==> src/rtl/alu_writeback.sv <==
// Write-back stage behind the MIPS ALU: a two-entry result buffer that drives the
// register-file write port and answers forwarding lookups on pending results.
module alu_writeback #(
  parameter int         DATA_W      = 32,
  parameter int         REG_AW      = 5,
  parameter bit         R0_WRITABLE = 1'b1,
  parameter logic [3:0] ILLEGAL_CTL = 4'hF
) (
  input  logic              CLK,
  input  logic              RESET,
  input  logic              in_valid,
  output logic              in_ready,
  input  logic [DATA_W-1:0] ALUOut,
  input  logic              Zero,
  input  logic [3:0]        ALUCtl,
  input  logic [REG_AW-1:0] WriteRegIn,
  input  logic              wb_ready,
  output logic              RegWrite,
  output logic [REG_AW-1:0] WriteReg,
  output logic [DATA_W-1:0] WriteData,
  output logic              ZeroOut,
  input  logic [REG_AW-1:0] fwd_reg1,
  input  logic [REG_AW-1:0] fwd_reg2,
  output logic              fwd_hit1,
  output logic              fwd_hit2,
  output logic [DATA_W-1:0] fwd_data1,
  output logic [DATA_W-1:0] fwd_data2,
  output logic [15:0]       retired_cnt,
  output logic [7:0]        illegal_cnt
);

  typedef enum logic [1:0] {
    ST_EMPTY = 2'd0,
    ST_ONE   = 2'd1,
    ST_TWO   = 2'd2
  } state_t;

  state_t            state_q, state_d;
  logic              head_q, head_d;
  logic [DATA_W-1:0] data_q [2];
  logic [DATA_W-1:0] data_d [2];
  logic              zero_q [2];
  logic              zero_d [2];
  logic [REG_AW-1:0] reg_q  [2];
  logic [REG_AW-1:0] reg_d  [2];
  logic [3:0]        ctl_q  [2];
  logic [3:0]        ctl_d  [2];
  logic [15:0]       retired_q, retired_d;
  logic [7:0]        illegal_q, illegal_d;

  logic [1:0]        ent_vld;
  logic [1:0]        ent_disc;
  logic              head_vld;
  logic              head_disc;
  logic              tail_idx;
  logic              wr_idx;
  logic              push;
  logic              pop;

  logic [REG_AW-1:0] fwd_idx    [2];
  logic              fwd_hit_w  [2];
  logic [DATA_W-1:0] fwd_data_w [2];

  // Entry validity follows from occupancy: the head slot is live unless EMPTY,
  // the other slot only when both are in use.
  for (genvar gi = 0; gi < 2; gi++) begin : g_ent
    localparam logic IDX = 1'(gi);
    assign ent_vld[gi]  = (IDX == head_q) ? (state_q != ST_EMPTY) : (state_q == ST_TWO);
    assign ent_disc[gi] = (ctl_q[gi] == ILLEGAL_CTL) ||
                          (!R0_WRITABLE && (reg_q[gi] == '0));
  end

  assign head_vld  = (state_q != ST_EMPTY);
  assign head_disc = ent_disc[head_q];
  assign tail_idx  = ~head_q;
  assign in_ready  = (state_q != ST_TWO);
  assign push      = in_valid & in_ready;
  assign pop       = head_vld & (wb_ready | head_disc);
  // In ONE the new result lands behind the head even if the head pops this cycle.
  assign wr_idx    = head_q ^ (state_q == ST_ONE);

  assign RegWrite  = head_vld & wb_ready & ~head_disc;
  assign WriteReg  = head_vld ? reg_q[head_q]  : '0;
  assign WriteData = head_vld ? data_q[head_q] : '0;
  assign ZeroOut   = head_vld ? zero_q[head_q] : 1'b0;

  always_comb begin
    state_d = state_q;
    case (state_q)
      ST_EMPTY: if (push) state_d = ST_ONE;
      ST_ONE: begin
        if (push && !pop)      state_d = ST_TWO;
        else if (!push && pop) state_d = ST_EMPTY;
      end
      ST_TWO:   if (pop) state_d = ST_ONE;
      default:  state_d = ST_EMPTY;
    endcase
    head_d = head_q ^ pop;
  end

  always_comb begin
    data_d = data_q;
    zero_d = zero_q;
    reg_d  = reg_q;
    ctl_d  = ctl_q;
    if (push) begin
      data_d[wr_idx] = ALUOut;
      zero_d[wr_idx] = Zero;
      reg_d[wr_idx]  = WriteRegIn;
      ctl_d[wr_idx]  = ALUCtl;
    end
  end

  always_comb begin
    retired_d = retired_q + 16'(RegWrite);
    illegal_d = illegal_q;
    if (pop && (ctl_q[head_q] == ILLEGAL_CTL) && (illegal_q != 8'hFF))
      illegal_d = illegal_q + 8'd1;
  end

  // Older entry is checked first so a younger match overrides it.
  always_comb begin
    fwd_idx[0] = fwd_reg1;
    fwd_idx[1] = fwd_reg2;
    for (int p = 0; p < 2; p++) begin
      fwd_hit_w[p]  = 1'b0;
      fwd_data_w[p] = '0;
      if (ent_vld[head_q] && !ent_disc[head_q] && (reg_q[head_q] == fwd_idx[p])) begin
        fwd_hit_w[p]  = 1'b1;
        fwd_data_w[p] = data_q[head_q];
      end
      if (ent_vld[tail_idx] && !ent_disc[tail_idx] && (reg_q[tail_idx] == fwd_idx[p])) begin
        fwd_hit_w[p]  = 1'b1;
        fwd_data_w[p] = data_q[tail_idx];
      end
    end
  end

  assign fwd_hit1    = fwd_hit_w[0];
  assign fwd_hit2    = fwd_hit_w[1];
  assign fwd_data1   = fwd_data_w[0];
  assign fwd_data2   = fwd_data_w[1];
  assign retired_cnt = retired_q;
  assign illegal_cnt = illegal_q;

  always_ff @(posedge CLK or negedge RESET) begin
    if (!RESET) begin
      state_q   <= ST_EMPTY;
      head_q    <= 1'b0;
      retired_q <= '0;
      illegal_q <= '0;
      for (int i = 0; i < 2; i++) begin
        data_q[i] <= '0;
        zero_q[i] <= 1'b0;
        reg_q[i]  <= '0;
        ctl_q[i]  <= '0;
      end
    end else begin
      state_q   <= state_d;
      head_q    <= head_d;
      retired_q <= retired_d;
      illegal_q <= illegal_d;
      for (int i = 0; i < 2; i++) begin
        data_q[i] <= data_d[i];
        zero_q[i] <= zero_d[i];
        reg_q[i]  <= reg_d[i];
        ctl_q[i]  <= ctl_d[i];
      end
    end
  end

endmodule

==> config.mk <==
export PLATFORM = sky130hd
export DESIGN_NAME = alu_writeback
export DESIGN_NICKNAME = d
export VERILOG_FILES = /design/src/rtl/alu_writeback.sv
export SDC_FILE = /design/constraint.sdc
export NUM_CORES = 1
export LEC_CHECK = 0
export CAP_MARGIN = 15
export CORE_MARGIN = 4
export CORE_UTILIZATION = 35
export CTS_CLUSTER_SIZE = 24
export DETAILED_ROUTE_END_ITERATION = 10
export PLACE_DENSITY = 0.6
export SLEW_MARGIN = 20
export SYNTH_ARGS = -nofsm -noshare
export SYNTH_HDL_FRONTEND = slang
export SYNTH_SLANG_ARGS = --single-unit
export TNS_END_PERCENT = 30
==> constraint.sdc <==
create_clock -name CLK -period 4.5 [get_ports CLK]
set_input_delay 0.45 -clock CLK [delete_from_list [all_inputs] [get_ports CLK]]
set_output_delay 0.45 -clock CLK [all_outputs]
set_load 0.01 [all_outputs]
==> results.toml <==
[outcome]
status = "finished, final reports clean"

[yosys]
syn_area_um2 = 6919
synth_nets = 688
synth-seq-cells = 111
synthArstFlopShare_pct = 100.0
ys_top_cells_by_area = "dfrtp_1 (40%), mux2_2 (19%), mux2i_1 (16%)"
ys.flop_type = "dfrtp_1"
seq_area_frac_synth_pct = 40.14
yosys-top-cells-count = "mux2_2 (116), dfrtp_1 (111), mux2i_1 (108), nand3_1 (43), nand2_1 (42)"
yosys.area.top_type = "dfrtp_1"
yosys.area.top_type_share_pct = 40.14
ys_types = 40
synth_edf_count = 0
synth_cells = 629
avgSynthCellArea_um2 = 11.00
yosys_warnings = 0
synth_most_common_cell = "mux2_2"

[floorplanning]
die_x_um = 148.6
std_cell_rows = 51
dieArea_um2 = 22080
core_region_area_um2 = 19460
io_pins = 186
initial_core_util_pct = 35.55
die_y_um = 148.6

[sta]
max-slew-margin-rel_pct = 30.14
finalSetupViolations = 0
drv_slew = 0
tns_ps = 0
rsz0062_at_grt = "false"
worst_pin_slew_ps = 1048
finalHoldViolations = 0
max_freq_ghz = 0.2578
skew_ps = 12.28
fin_crit_sh_pct = 86.20
fin_crit_ps = 3879

[setup_path]
cp_max_fo = 33
critPathRequiredTime_ps = 4050
cp.arrival_ps = 3430
crit_path_end_kind = "output pin"
critPathKind = "reg2out"
crit_path_start_kind = "register"
reg2reg_slack_ps = 1200

[pwr]
p_comb_share_pct = 56.4
ir_worst_vdd_mv = 0.3764
finalPower_mw = 5.998
p_sw_share_pct = 40.29
p_per_area_nw_per_um2 = 647.4
internal_power_mw = 3.581
switchingPower_mw = 2.417
pwr-share-seq_pct = 29.9
power_leakage_nw = 4.276
clkPwrFrac_pct = 13.7

[drt]
drc = 0
totalWireLength_um = 18530
drtAntennaViolNets = 0
drt_iter0_drc = 107
drtPass1Iterations = 5
detail_route.wl_per_cell_um = 17.50
route.detailed.vias_per_inst = 5.002
vias = 5297

[clock_tree]
cts_tree = "yes"
cts_sinks = 111
cts_root_buf = "clkbuf_16"
clk_pin_slew_ps = 80
cts.repair.resized = 0
cts_hold_buf = 0
post-cts-setup-buffers = 0
clk-insertion-delay-late_ps = 360
cts_buffer_depth = 2
numCtsBuffers = 9
htreeDepth = 3

[finish]
fin_nets = 848
final_layout_size_suffix_gt1_share_pct = 19.52
n_antenna_cell = 0
area_growth_pct = 33.91
utilization_pct = 47.61

[placed_design]
numPortBuffers = 185
place.gp.congestion = 0.7958
dp_hpwl_um = 12950

[global_routing]
grt_pass1_wl_um = 30120
grt_max_degree = 72
gr-usage-all-layers_pct = 17.00
grt_overflow_total = 0
antenna_found_initial = 2
grt_pass1_vias = 5666

[hold_path]
min_path_type = "in2async"

[job]
drv_cap = 0
[per-layer routing]
layer,global-route usage [%],vias up,wire length [µm]
met3,5.210,15,1159
met2,29.01,126,9109
met1,21.22,2607,8063
li1,-,2545,-
met5,0,-,26
met4,3.834,4,170
[flip-flops by register name, indices dropped and copies added, names as in the netlist]
name	flops
zero_q	2
retired_cnt	16
reg_q	10
data_q	64
head_q	1
illegal_cnt	8
ctl_q	8
state_q	2
[metrics by stage]
| stage | cells | setup slack, ps | hold WS (ps) | instance area (µm²) |
|---|---|---|---|---|
| global placement | 1043 | 930.2 | 464.2 | 8950 |
| finish | 1059 | 620.9 | 202.5 | 9265 |
| detailed placement | 1043 | 894.7 | 464.5 | 8960 |
| floorplan | 629 | 2107 | 154.4 | 6919 |
| global route | 1059 | 419.2 | 290.2 | 9265 |
| CTS | 1059 | 573.1 | 247.4 | 9265 |
[worst max-delay path, cell delays in order (launching register included)]
cell and delay (ps):
dfrtp_4 610, mux2i_2 330, xnor2_1 120, nor3_2 240, nand4_4 730, mux2i_1 440
clkdlybuf4s50_1 590
[final timing paths]
| kind | to | cells after the start | start |
|---|---|---|---|
| max | fwd_data2[31] | 6 | head_q |
| min | illegal_cnt[5] | 1 | RESET |
| max reg2reg | retired_cnt[14] | 8 | head_q |
| min reg2reg | retired_cnt[15] | 1 | retired_cnt[15] |
| max in group asynchronous | data_q[1] | 2 | RESET |
| min in group CLK | retired_cnt[15] | 1 | retired_cnt[15] |
[power by group through the flow]
stage                     clock [mW]  sequential (mW)  combinational, mW
final                          0.821             1.80               3.38
after global routing           0.896             1.87               3.71
after CTS                      0.856             1.80               3.44
after detailed placement           0             1.82               3.43
after global placement             0             1.77               3.37
after floorplan                    0             1.71               2.25
[cells by family (layout without fill, tap and decap cells)]
family | after synthesis | after routing | synth area share (%)
AO/OA/AOI/OAI | 13 | 13 | 1.230
XOR/XNOR | 43 | 43 | 5.443
adder cells (fa/ha/maj) | 3 | 3 | 0.5426
buffers and inverters | 75 | 240 | 5.334
flip-flops | 111 | 111 | 40.14
multiplexers | 226 | 226 | 34.90
AND/OR/NAND/NOR | 158 | 158 | 12.41
[cells in the final DEF, fill, tap and decap left out, drive strengths merged, types with 2 or more instances in the layout]
cell type | synthesis | routed
mux2 | 116 | 116
and4 | 3 | 3
o21ai | 4 | 4
dfrtp | 111 | 111
inv | 32 | 34
nor3 | 3 | 3
nor4 | 2 | 2
clkinvlp | 0 | 2
xnor2 | 28 | 28
clkbuf | 11 | 9
a21oi | 3 | 3
or2 | 2 | 2
nand2b | 2 | 2
nand2 | 42 | 42
mux2i | 110 | 110
nor2b | 2 | 2
nor2 | 11 | 11
o31ai | 2 | 2
ha | 3 | 3
or3 | 30 | 30
clkinv | 0 | 2
buf | 32 | 8
nand4 | 10 | 10
and3 | 5 | 5
nand3 | 43 | 43
xor2 | 15 | 15
clkdlybuf4s50 | 0 | 184
[layout make-up]
type / count / area (µm²)
clock buffers: 9 / 225.2
clock inverters: 7 / 80.08
fillers: 1782 / 10200
inverters: 32 / 120.1
multi-input cells: 443 / 3825
flip-flops and latches: 111 / 2781
well taps: 265 / 331.6
repair buffers: 192 / 1902
Note: power is estimated with default switching activity, not from simulation.
